File: config.mk
export PLATFORM = sky130hd
export DESIGN_NAME = decompress_unpack
export DESIGN_NICKNAME = d
export VERILOG_FILES = /design/src/rtl/decompress_unpack.sv
export SDC_FILE = /design/constraint.sdc
export NUM_CORES = 1
export LEC_CHECK = 0
export ABC_AREA = 1
export CAP_MARGIN = 5
export CORE_UTILIZATION = 40
export CTS_CLUSTER_DIAMETER = 40
export DETAILED_ROUTE_END_ITERATION = 6
export SLEW_MARGIN = 15
export SYNTH_ARGS = -nofsm -noshare
export SYNTH_HDL_FRONTEND = slang
export SYNTH_SLANG_ARGS = --single-unit
File: constraint.sdc
create_clock -name clk -period 5.7 [get_ports clk]
set_input_delay 1.14 -clock clk [delete_from_list [all_inputs] [get_ports clk]]
set_output_delay 1.14 -clock clk [all_outputs]
set_load 0.02 [all_outputs]
File: src/rtl/decompress_unpack.sv
// Unpacks 64-bit LE words into 4 x 12-bit zero-extended coefficients (d = 1/5/11/12); optional ABR_UNPACK_RANGE_CHK_EN adds sticky range_err_o.
// Latency: word accepted at cycle n yields valid_o at n+1; input stalls (ready_o=0) once fill > 64, output holds while !ready_i.
package abr_params_pkg;
    localparam int MLKEM_Q_WIDTH = 12;
    localparam int MLKEM_Q       = 3329;
    typedef enum logic [1:0] {
        DECOMPRESS1      = 2'd0,
        DECOMPRESS5      = 2'd1,
        DECOMPRESS11     = 2'd2,
        DECOMPRESS_RAW12 = 2'd3
    } decompress_mode_t;
endpackage

module decompress_unpack
    import abr_params_pkg::*;
#(
    parameter int IN_W  = 64,
    parameter int LANES = 4
) (
    input  logic                           clk,
    input  logic                           reset_n,
    input  logic                           zeroize,
    input  logic                           start_i,
    input  decompress_mode_t               mode_i,
    input  logic [IN_W-1:0]                data_i,
    input  logic                           valid_i,
    output logic                           ready_o,
    output logic [LANES*MLKEM_Q_WIDTH-1:0] coef_o,
    output decompress_mode_t               mode_o,
    output logic                           valid_o,
    input  logic                           ready_i,
    output logic                           busy_o,
    output logic                           done_o
`ifdef ABR_UNPACK_RANGE_CHK_EN
    ,
    output logic                           range_err_o
`endif
);
    localparam int N_COEF = 256;
    localparam int BUF_W  = 2 * IN_W;
    localparam int FILL_W = $clog2(BUF_W + 1);
    localparam int WCNT_W = $clog2(MLKEM_Q_WIDTH * N_COEF / IN_W + 1);

    localparam logic [1:0] ST_IDLE = 2'd0;
    localparam logic [1:0] ST_RUN  = 2'd1;
    localparam logic [1:0] ST_DONE = 2'd2;

    logic [1:0]        r_state;
    logic [BUF_W-1:0]  r_buf;
    logic [FILL_W-1:0] r_fill;
    logic [5:0]        r_grp;
    logic [WCNT_W-1:0] r_words;
    decompress_mode_t  r_mode;

    logic [FILL_W-1:0] w_d;
    logic [FILL_W-1:0] w_gbits;
    logic [WCNT_W-1:0] w_wmax;
    logic              w_in;
    logic              w_out;
    logic [BUF_W-1:0]  w_shifted;
    logic [BUF_W-1:0]  w_buf_nxt;
    logic [FILL_W-1:0] w_base;
    logic [FILL_W-1:0] w_fill_nxt;

    always_comb begin
        case (r_mode)
            DECOMPRESS1:  w_d = FILL_W'(1);
            DECOMPRESS5:  w_d = FILL_W'(5);
            DECOMPRESS11: w_d = FILL_W'(11);
            default:      w_d = FILL_W'(12);
        endcase
    end

    // A polynomial is exactly 256*d bits, so the word budget leaves no residue.
    assign w_gbits = FILL_W'(LANES) * w_d;
    assign w_wmax  = WCNT_W'((int'(w_d) * N_COEF) / IN_W);

    assign ready_o = (r_state == ST_RUN) && (r_fill <= FILL_W'(IN_W)) && (r_words < w_wmax);
    assign valid_o = (r_state == ST_RUN) && (r_fill >= w_gbits);
    assign w_in    = valid_i && ready_o;
    assign w_out   = valid_o && ready_i;

    // Shift out the consumed group first, then append the new word above what remains.
    assign w_shifted  = w_out ? (r_buf >> w_gbits) : r_buf;
    assign w_base     = r_fill - (w_out ? w_gbits : '0);
    assign w_buf_nxt  = w_in ? (w_shifted | ({{IN_W{1'b0}}, data_i} << w_base)) : w_shifted;
    assign w_fill_nxt = w_base + (w_in ? FILL_W'(IN_W) : '0);

    always_comb begin
        coef_o = '0;
        for (int k = 0; k < LANES; k++) begin
            case (r_mode)
                DECOMPRESS1:  coef_o[k*MLKEM_Q_WIDTH +: MLKEM_Q_WIDTH] = {{(MLKEM_Q_WIDTH-1){1'b0}}, r_buf[k]};
                DECOMPRESS5:  coef_o[k*MLKEM_Q_WIDTH +: MLKEM_Q_WIDTH] = {{(MLKEM_Q_WIDTH-5){1'b0}}, r_buf[k*5 +: 5]};
                DECOMPRESS11: coef_o[k*MLKEM_Q_WIDTH +: MLKEM_Q_WIDTH] = {{(MLKEM_Q_WIDTH-11){1'b0}}, r_buf[k*11 +: 11]};
                default:      coef_o[k*MLKEM_Q_WIDTH +: MLKEM_Q_WIDTH] = r_buf[k*MLKEM_Q_WIDTH +: MLKEM_Q_WIDTH];
            endcase
        end
    end

    assign mode_o = r_mode;
    assign busy_o = (r_state == ST_RUN);
    assign done_o = (r_state == ST_DONE);

    always_ff @(posedge clk or negedge reset_n) begin
        if (!reset_n) begin
            r_state <= ST_IDLE;
            r_buf   <= '0;
            r_fill  <= '0;
            r_grp   <= '0;
            r_words <= '0;
            r_mode  <= DECOMPRESS1;
        end else if (zeroize) begin
            r_state <= ST_IDLE;
            r_buf   <= '0;
            r_fill  <= '0;
            r_grp   <= '0;
            r_words <= '0;
            r_mode  <= DECOMPRESS1;
        end else begin
            case (r_state)
                ST_IDLE: begin
                    if (start_i) begin
                        r_state <= ST_RUN;
                        r_mode  <= mode_i;
                        r_buf   <= '0;
                        r_fill  <= '0;
                        r_grp   <= '0;
                        r_words <= '0;
                    end
                end
                ST_RUN: begin
                    r_buf  <= w_buf_nxt;
                    r_fill <= w_fill_nxt;
                    if (w_in) r_words <= r_words + WCNT_W'(1);
                    if (w_out) begin
                        r_grp <= r_grp + 6'd1;
                        if (r_grp == 6'd63) r_state <= ST_DONE;
                    end
                end
                ST_DONE: r_state <= ST_IDLE;
                default: r_state <= ST_IDLE;
            endcase
        end
    end

`ifdef ABR_UNPACK_RANGE_CHK_EN
    logic w_lane_hi;
    logic r_range_err;

    always_comb begin
        w_lane_hi = 1'b0;
        for (int k = 0; k < LANES; k++) begin
            if (r_buf[k*MLKEM_Q_WIDTH +: MLKEM_Q_WIDTH] >= MLKEM_Q_WIDTH'(MLKEM_Q)) w_lane_hi = 1'b1;
        end
    end

    always_ff @(posedge clk or negedge reset_n) begin
        if (!reset_n) begin
            r_range_err <= 1'b0;
        end else if (zeroize) begin
            r_range_err <= 1'b0;
        end else if ((r_state == ST_IDLE) && start_i) begin
            r_range_err <= 1'b0;
        end else if (w_out && (r_mode == DECOMPRESS_RAW12) && w_lane_hi) begin
            r_range_err <= 1'b1;
        end
    end

    assign range_err_o = r_range_err;
`endif
endmodule

==> flow_metrics.tcl, run 1 <==
set metrics [dict create \
    path_max_fanout 64 \
    startpoint "mode_o[0]" \
    start_util_pct 40.9 \
    power_mw 13.8 \
    slew_headroom_pct 19.9 \
    clock_skew_ns 0.0122 \
    die-area_sq_mm 0.0419 \
    drcViolationCount 0 \
    hold_viol_final 0 \
    insertion_delay_ns 0.46 \
    cts_hold_buf 0 \
    routed_wl_um 77600 \
    via_per_inst 5.91 \
    finish.net_count 3133 \
    clock_sinks 150 \
    cp.required_ns 6.10 \
    switching_share_pct 66.1 \
    grt_overflow 0 \
    hold_path_class "flop to flop" \
    power_density_mw_per_mm2 748 \
    dp_slack_ns 0.856 \
    whs_ns 0.484 \
    yosysWarningCount 0 \
    synth-simple-area-share_pct 55.6 \
    fp.dieH_um 205 \
    place_area_sq_mm 0.0178 \
    wire_per_inst_um 21.6 \
    dp_hpwl_um 55700 \
    synth.largest_area_cell "nand2_1" \
    yosys-top-cells-count "1547 x nand2_1, 485 x nand3_1, 155 x inv_1" \
    grt_pass1_wl_um 119000 \
    clockBufferDepth 2 \
    worstMarginPinSlew_ns 1.20 \
    die_x_um 205 \
    p_comb_share_pct 79.0 \
    setup_viol 0 \
    crit_type "flop to flop" \
    num_vias 21200 \
    syn-num-nets 3150 \
    synth_edf_count 0 \
    first_global_vias 19700 \
    crit_end "r_buf[52]" \
    setup-tns-final_ns 0 \
    cp-start-kind "flop" \
    slew_viol_final 0 \
    intPower_mw 4.68 \
    drv_cap 0 \
    fmax_mhz 223 \
    worst_r2r_endpoint "r_buf[52]" \
    synthXorXnorAreaFrac_pct 0.160 \
    finalCritPeriodShare_pct 78.7 \
    cts_made_buffers 17 \
    first_pass_iters 6 \
    design_area_sq_mm 0.0184 \
    rsz0062_at_grt "false" \
    dp.cells 3552 \
    timing.final.ws_setup_ns 1.22 \
    async_flop_share_pct 100 \
    final_layout_size_suffix_gt1_share_pct 3.96 \
    pwr-share-clk_pct 8.6 \
    cts.reportedPaths.clkPinSlew_ns 0.07 \
    cp.arrival_ns 4.88 \
    grt_util_all_layers_pct 37.6 \
    n_antenna_cell 0 \
    cts-root-buf "clkbuf_16" \
    synth_top_family_by_area "simple AND/OR/NAND/NOR gates" \
    io_buffers 125 \
    leakage_nw 9.25 \
    fin_cells 3583 \
    status "completed" \
    synth_fa_ha_area_share_pct 1.23 \
    ys_seq_area_share_pct 22.9 \
    grt_max_degree 99 \
    ant_nets 0 \
    cts.repair.resized 0 \
    synth_area_leaders "nand2_1 35%, dfrtp_1 23%, nand3_1 15%, o21ai_0 3.8%, inv_1 3.5%" \
    synthMuxAreaShare_pct 0 \
    synth_compound_area_share_pct 10.4 \
    fill_cells 4416 \
    drt-initial-drc-count 2542 \
    core_area_sq_mm 0.0401 \
    worstHoldStart "r_buf[34]" \
    avgSynthCellArea_sq_um 5.36 \
    cts_setup_buffers 0 \
    cts-htree-levels 4 \
    synthCells 3063 \
    synth.most_common_cell "nand2_1" \
    switchingPower_mw 9.10 \
    pwr-share-seq_pct 12.4 \
    antenna_found_initial 1 \
    pin_count 126 \
    min_period_ns 4.48 \
    ys_types 38 \
    fp-row-count 73 \
    r2r_slack_ns 1.22 \
    r2r_start "mode_o[0]" \
    syn_area_sq_mm 0.0164 \
    max-vdd-ir-drop_mv 0.656 \
    reg2reg_depth 21 \
    syn2layout_area_growth_pct 12.2 \
    tritoncts "built" \
    final_core_util_pct 45.9 \
    gp_congestion 0.994 \
    synthFlopType "dfrtp_1" \
    end_kind "flop" \
    synth_seq_cells 150 \
    synth_top_area_share_pct 35.4 \
]
-- cell usage in the layout, fill, tap and decap left out, types with 4 or more instances in the layout --
| master | synthesis | routed |
|---|---|---|
| ha_1 | 13 | 12 |
| clkbuf_16 | 0 | 17 |
| o2111ai_1 | 9 | 9 |
| o22ai_1 | 48 | 48 |
| nand2_1 | 1547 | 1542 |
| nand3_1 | 485 | 485 |
| buf_12 | 0 | 6 |
| nand4_1 | 31 | 31 |
| nand2_2 | 3 | 8 |
| inv_2 | 10 | 10 |
| o221ai_1 | 9 | 9 |
| a21oi_1 | 44 | 44 |
| nor2_1 | 123 | 122 |
| o21ai_0 | 123 | 123 |
| dfrtp_1 | 150 | 148 |
| buf_4 | 11 | 44 |
| inv_1 | 155 | 154 |
| o211ai_1 | 30 | 30 |
| o21ai_1 | 26 | 26 |
| clkinvlp_4 | 0 | 5 |
| nor2_4 | 5 | 6 |
| clkdlybuf4s50_1 | 0 | 124 |
| nor3_1 | 12 | 12 |
| clkinv_2 | 1 | 4 |
-- registers in the layout, summed over array words and instances, names as in the netlist --
signal,cells
mode_o,2
r_buf,128
r_fill,6
r_grp,6
r_state,2
r_words,6
-- worst min path at each step --
stage | depth (start not counted) | endpoint | slack, ns
final | 2 | r_buf[34] | 0.48
after global routing | 2 | r_buf[64] | 0.53
after CTS | 2 | r_buf[34] | 0.48
after detailed placement | 2 | r_buf[34] | 0.47
after global placement | 2 | r_buf[34] | 0.47
after floorplan | 2 | r_buf[34] | 0.45
-- final cells by class --
cell class	count	area [sq um]	area share (%)
clock inverter	12	130	0.706
inverter	169	638	3.46
multi-input combinational	2533	11100	60.2
timing repair buffer	175	1700	9.24
clock buffer	19	453	2.46
tap	525	657	3.57
sequential	150	3760	20.4
-- cells by family after synthesis --
| family | Yosys count |
|---|---|
| buf+inv | 380 |
| fa+ha+maj | 15 |
| simple gates | 2219 |
| flops | 150 |
| compound gates | 296 |
| xor+xnor | 3 |
-- layer usage --
layer  vias to the layer above  global-route usage, %  share of wire (%)
met4                         2                   24.4                7.2
li1                       9840                      -                  -
met5                         -                      0              0.017
met1                      9906                   48.6                 40
met2                      1148                   57.9                 44
met3                       262                   6.14                8.6
-- worst max-delay path, cell delays in order (launching register included) --
cell and delay (ns):
dfrtp_2 0.48, inv_2 0.09, nand2_1 0.07, ha_1 0.28, o21ai_0 0.08, nand2_1 0.07
nand2_1 0.06, nand2_1 0.32, nand3_2 0.19, nor2_1 0.17, ha_2 0.25, fa_2 0.45
buf_4 0.34, nand3_1 0.21, nand2_1 0.07, nand2_1 0.07, o21ai_0 0.17, o21ai_0 0.58
nand2_1 0.20, nand2_1 0.10, nand2_1 0.05, nand2_1 0.08
-- power groups by stage --
stage	combinational, mW	clock, mW	sequential, mW
4_1_cts	10.6	1.19	1.68
5_1_grt	11.7	1.23	1.73
6_report	10.9	1.18	1.71
3_3_place_gp	10.6	0	1.69
3_5_place_dp	10.5	0	1.69
2_1_floorplan	6.86	0	1.55
No activity file was read; power rests on OpenSTA's default activity.
==> run 2: changes to the inputs <==
==> constraint.sdc (replaced) <==
create_clock -name clk -period 4.12 [get_ports clk]
set_input_delay 0.824 -clock clk [delete_from_list [all_inputs] [get_ports clk]]
set_output_delay 0.824 -clock clk [all_outputs]
set_load 0.02 [all_outputs]
==> run 2 against run 1 <==
  * Critical path depth decreased by 14
  * Highest routed layer unchanged
  * Largest cell class unchanged
  * Worst hold slack got worse by 0.072 ns
  * Setup slack got worse by 1.0 ns
  * Sequential power increased by 38%
  * Die area unchanged
==> flow_metrics.tcl, run 2 (same netlist as run 1, synthesis figures left out) <==
set metrics [dict create \
    num_vias 21200 \
    slew_headroom_pct 22.7 \
    fp.dieH_um 205 \
    cp.required_ns 3.30 \
    routed_wl_um 76800 \
    first_global_vias 20000 \
    grt_util_all_layers_pct 37.1 \
    fill_cells 4354 \
    finish.net_count 3194 \
    drcViolationCount 0 \
    grt_pass1_wl_um 118000 \
    die_x_um 205 \
    rsz0062_at_grt "false" \
    most-common-layout-cells "1541 x nand2_1, 485 x nand3_1, 154 x inv_1" \
    crit_chain "inv_4 > buf_12 > nand2_1 > clkinv_1 > nand2_1 > o211ai_1 > clkdlybuf4s50_1" \
    design_area_sq_mm 0.0191 \
    drv_cap 0 \
    ant_nets 0 \
    via_per_inst 5.82 \
    pin_count 126 \
    tritoncts "built" \
    clockBufferDepth 2 \
    max-vdd-ir-drop_mv 1.06 \
    r2r_slack_ns 0.29 \
    clock_skew_ns 0.0115 \
    status "completed" \
    core_area_sq_mm 0.0401 \
    regArea_sq_mm 0.00376 \
    cpMaxStageDelayCell "clkdlybuf4s50_1" \
    cp.arrival_ns 3.09 \
    min_period_ns 3.91 \
    dp_hpwl_um 55400 \
    n_antenna_cell 0 \
    hold_viol_final 0 \
    final_layout_size_suffix_gt1_share_pct 5.93 \
    pwr-share-clk_pct 8.6 \
    cts-root-buf "clkbuf_16" \
    cpPeakStageDelay_ns 0.66 \
    largest_register_ffs 128 \
    switchingPower_mw 12.8 \
    r2r_start "r_fill[2]" \
    worstMarginPinSlew_ns 1.16 \
    fmax_mhz 256 \
    worst_r2r_endpoint "r_buf[63]" \
    p_comb_share_pct 79.9 \
    clock_sinks 150 \
    regMostFlops "r_buf" \
    fp-row-count 73 \
    setup_viol 0 \
    setup-tns-final_ns 0 \
    die-area_sq_mm 0.0419 \
    finalCritPeriodShare_pct 94.9 \
    reg2reg_depth 21 \
    first_pass_iters 7 \
    cts-htree-levels 4 \
    hold_path_class "input pin to async pin" \
    grt_max_degree 146 \
    intPower_mw 7.69 \
    cp-start-kind "flop" \
    cts_made_buffers 17 \
    gp_congestion 1.00 \
    pwr-share-seq_pct 11.5 \
    slew_viol_final 0 \
    cts.reportedPaths.clkPinSlew_ns 0.06 \
    layout_commonest_cell "nand2_1" \
    syn2layout_area_growth_pct 16.3 \
    end_kind "output port" \
    antenna_found_initial 3 \
    cts_setup_buffers 0 \
    wire_per_inst_um 21.1 \
    io_buffers 125 \
    start_util_pct 40.9 \
    switching_share_pct 62.4 \
    place_area_sq_mm 0.0185 \
    crit_type "flop to output port" \
    power_density_mw_per_mm2 1070 \
    leakage_nw 9.63 \
    path_max_fanout 145 \
    crit_path_frequent_cell "nand2_1" \
    drt-initial-drc-count 2711 \
    multi_input_area_sq_mm 0.0111 \
    grt_overflow 0 \
    insertion_delay_ns 0.47 \
]
## run 2: cell types whose count changed in the layout (fill, tap and decap cells not counted), sizes merged
| cell | before | now |
|---|---|---|
| clkbuf | 19 | 18 |
| buf | 51 | 112 |
| bufinv | 2 | 4 |
| clkinv | 9 | 8 |
## run 2: worst max-delay path by stage
stage / slack, ns / cells after the start / startpoint / to
global placement: 0.12 / 16 / ready_i / r_buf[91]
CTS: 0.20 / 7 / mode_o[1] / coef_o[13]
global route: 0.01 / 21 / r_fill[2] / r_buf[63]
finish: 0.21 / 7 / mode_o[1] / coef_o[13]
floorplan: 0.007 / 28 / mode_o[1] / r_buf[77]
detailed placement: 0.15 / 16 / ready_i / r_buf[91]
## run 2: routing by layer
layer  track usage (%)  routed length, um  vias to the layer above
met5                 0                 42                        -
met4              25.3               5730                        6
met3              7.56               6700                      269
met2              57.7              34100                     1166
met1              46.0              30300                     9820
li1                  -                  -                     9946
## run 2: worst max-delay path, delay by kind of cell, from the launching register on
family,cells,cell delay (ns)
AND/OR/NAND/NOR,2,0.25
AO/OA/AOI/OAI,1,0.16
buffers and inverters,4,1.59
flip-flops,1,0.52
## run 2: power by group through the flow
stage / combinational, mW / clock [mW] / sequential, mW
2_1_floorplan: 9.54 / 0 / 2.14
3_3_place_gp: 15.8 / 0 / 2.34
3_5_place_dp: 15.8 / 0 / 2.34
4_1_cts: 15.9 / 1.76 / 2.32
5_1_grt: 17.5 / 1.82 / 2.39
6_report: 16.3 / 1.75 / 2.36
## run 2: what timing repair did
item | 4_1_cts | 5_1_grt
hold endpoints to repair | 0 | 0
setup endpoints to repair | 0 | 5
hold buffers | 0 | 0
resized for setup | 0 | 4
## run 2: through the flow
| stage | setup WS, ns | utilization, % | power, mW | hold slack (ns) | std cells |
|---|---|---|---|---|---|
| finish | 0.209 | 47.6 | 20.5 | 0.411 | 3644 |
| global route | 0.0117 | 47.6 | 21.7 | 0.514 | 3644 |
| CTS | 0.200 | 47.6 | 20.0 | 0.496 | 3644 |
| detailed placement | 0.146 | 46.0 | 18.2 | 0.479 | 3613 |
| global placement | 0.124 | 46.0 | 18.2 | 0.468 | 3613 |
| floorplan | 0.00695 | - | 11.7 | 0.449 | 3063 |
## run 2: final cells by class
cell class              count  share of cell area, %
clock buffers              18                   2.30
clock inverters            13                  0.950
inverters                 169                   3.34
multi-input cells        2533                   58.1
flip-flops and latches    150                   19.7
well taps                 525                   3.44
repair buffers            236                   12.2
==> run 3: changes to the inputs <==
--- a/config.mk
+++ b/config.mk
@@ -10,6 +10,7 @@
 export CORE_UTILIZATION = 40
 export CTS_CLUSTER_DIAMETER = 40
 export DETAILED_ROUTE_END_ITERATION = 6
+export SKIP_CTS_REPAIR_TIMING = 1
 export SLEW_MARGIN = 15
 export SYNTH_ARGS = -nofsm -noshare
 export SYNTH_HDL_FRONTEND = slang
==> constraint.sdc (replaced) <==
create_clock -name clk -period 4.86 [get_ports clk]
set_input_delay 0.972 -clock clk [delete_from_list [all_inputs] [get_ports clk]]
set_output_delay 0.972 -clock clk [all_outputs]
set_load 0.02 [all_outputs]
==> run 3 against run 2 <==
  * Global-route usage grew 2.1 points
  * Critical path depth grew 13
  * Setup slack gained 0.34 ns
==> flow_metrics.tcl, run 3 (same netlist as run 1, synthesis figures left out) <==
set metrics [dict create \
    setup-tns-final_ns 0 \
    fp.dieH_um 205 \
    cts-htree-levels 4 \
    drt-initial-drc-count 2509 \
    min_path_cells 2 \
    cts.reportedPaths.clkPinSlew_ns 0.07 \
    rsz0062_at_grt "false" \
    cts_made_buffers 17 \
    min_period_ns 4.31 \
    clock_skew_ns 0.0101 \
    start_util_pct 40.9 \
    first_pass_iters 5 \
    timing.final.ws_setup_ns 0.547 \
    most-common-layout-cells "1542 x nand2_1, 485 x nand3_1, 154 x inv_1" \
    status "completed" \
    n_antenna_cell 0 \
    dp_slack_ns 0.531 \
    grt_max_degree 106 \
    design_area_sq_mm 0.0186 \
    tritoncts "built" \
    ant_nets 0 \
    die-area_sq_mm 0.0419 \
    fill_cells 4466 \
    end_kind "flop" \
    drcViolationCount 0 \
    place_area_sq_mm 0.0180 \
    fmax_mhz 232 \
    layout_commonest_cell "nand2_1" \
    first_global_vias 19900 \
    largest_register_ffs 128 \
    path_max_fanout 46 \
    core_area_sq_mm 0.0401 \
    gp_congestion 0.951 \
    grt_overflow 0 \
    wire_per_inst_um 22.6 \
    worstMarginPinSlew_ns 0.973 \
    antenna_found_initial 0 \
    via_per_inst 5.83 \
    hold_viol_final 0 \
    cp-start-kind "flop" \
    cp.arrival_ns 4.72 \
    min_to "r_buf[0]" \
    drv_cap 0 \
    pin_count 126 \
    cp.required_ns 5.27 \
    slew_viol_final 0 \
    hold_path_class "flop to flop" \
    io_buffers 125 \
    insertion_delay_ns 0.47 \
    fp-row-count 73 \
    reg2reg_depth 20 \
    clock_sinks 150 \
    power_density_mw_per_mm2 885 \
    final_layout_size_suffix_gt1_share_pct 4.11 \
    crit_type "flop to flop" \
    worstHoldStart "r_buf[0]" \
    worst_r2r_endpoint "r_buf[81]" \
    finish.net_count 3139 \
    r2r_slack_ns 0.55 \
    regMostFlops "r_buf" \
    syn2layout_area_growth_pct 13.3 \
    finalCritPeriodShare_pct 88.7 \
    cts-root-buf "clkbuf_16" \
    dp_hpwl_um 59500 \
    max-vdd-ir-drop_mv 0.810 \
    die_x_um 205 \
    leakage_nw 9.33 \
    num_vias 20900 \
    routed_wl_um 81200 \
    grt_pass1_wl_um 123000 \
    whs_ns 0.482 \
    grt_util_all_layers_pct 39.2 \
    slew_headroom_pct 35.1 \
    clockBufferDepth 2 \
    r2r_start "mode_o[1]" \
    setup_viol 0 \
]
[run 3: cell types whose count changed in the layout (fill, tap and decap cells not counted), sizes merged]
| cell | previous run | this run |
|---|---|---|
| buf | 112 | 57 |
| bufinv | 4 | 3 |
| clkbuf | 18 | 20 |
| clkinvlp | 5 | 4 |
| inv | 165 | 166 |
[run 3: worst max path at each step]
stage,slack [ns],to,startpoint,cells after the start
global placement,0.54,r_buf[56],ready_i,16
floorplan,0.29,r_fill[6],mode_o[1],24
detailed placement,0.53,r_buf[56],ready_i,16
finish,0.55,r_buf[81],mode_o[1],20
global route,0.32,r_buf[56],mode_o[1],21
CTS,0.62,r_buf[56],mode_o[1],21
[run 3: where the power goes]
part	internal, mW	leakage (nW)	switching, mW
clock	0.820	0.282	0.624
sequential	1.55	2.07	0.458
combinational	3.35	6.97	9.66
[run 3: cell type report]
| cell class | instances | area [sq um] | area share (%) |
|---|---|---|---|
| inverter | 169 | 638 | 3.43 |
| tap | 525 | 657 | 3.53 |
| clock buffer | 20 | 447 | 2.40 |
| timing repair buffer | 181 | 1860 | 10.0 |
| sequential | 150 | 3760 | 20.2 |
| multi-input combinational | 2533 | 11100 | 59.6 |
| clock inverter | 12 | 153 | 0.821 |
[run 3: through the flow]
| step | instances | power [mW] | utilization (%) |
|---|---|---|---|
| floorplan | 3063 | 9.86 | - |
| global placement | 3558 | 14.7 | 44.9 |
| detailed placement | 3558 | 14.7 | 44.9 |
| CTS | 3590 | 16.2 | 46.4 |
| global route | 3590 | 17.5 | 46.4 |
| finish | 3590 | 16.5 | 46.4 |
[run 3: critical path, stage by stage (launching register included)]
cell     delay [ns]
dfrtp_4        0.52
nand2_2        0.09
ha_1           0.21
o21ai_0        0.17
nand2_1        0.07
nand2_1        0.07
nand2_1        0.25
nand3_2        0.25
nor2_1         0.07
ha_2           0.20
fa_2           0.42
inv_1          0.10
nand2_1        0.06
nand2_2        0.28
buf_12         0.27
o21ai_0        0.18
nor2_1         0.62
nand3_1        0.17
nand3_1        0.10
nand2_1        0.05
nand2_1        0.06
[run 3: metal layers]
layer | share of wire, % | up-vias | GRT usage (%)
li1 | - | 9843 | -
met1 | 41 | 9869 | 49.6
met2 | 45 | 1004 | 61.5
met3 | 8.1 | 213 | 7.65
met4 | 6.7 | 0 | 23.3
met5 | 0 | - | 0
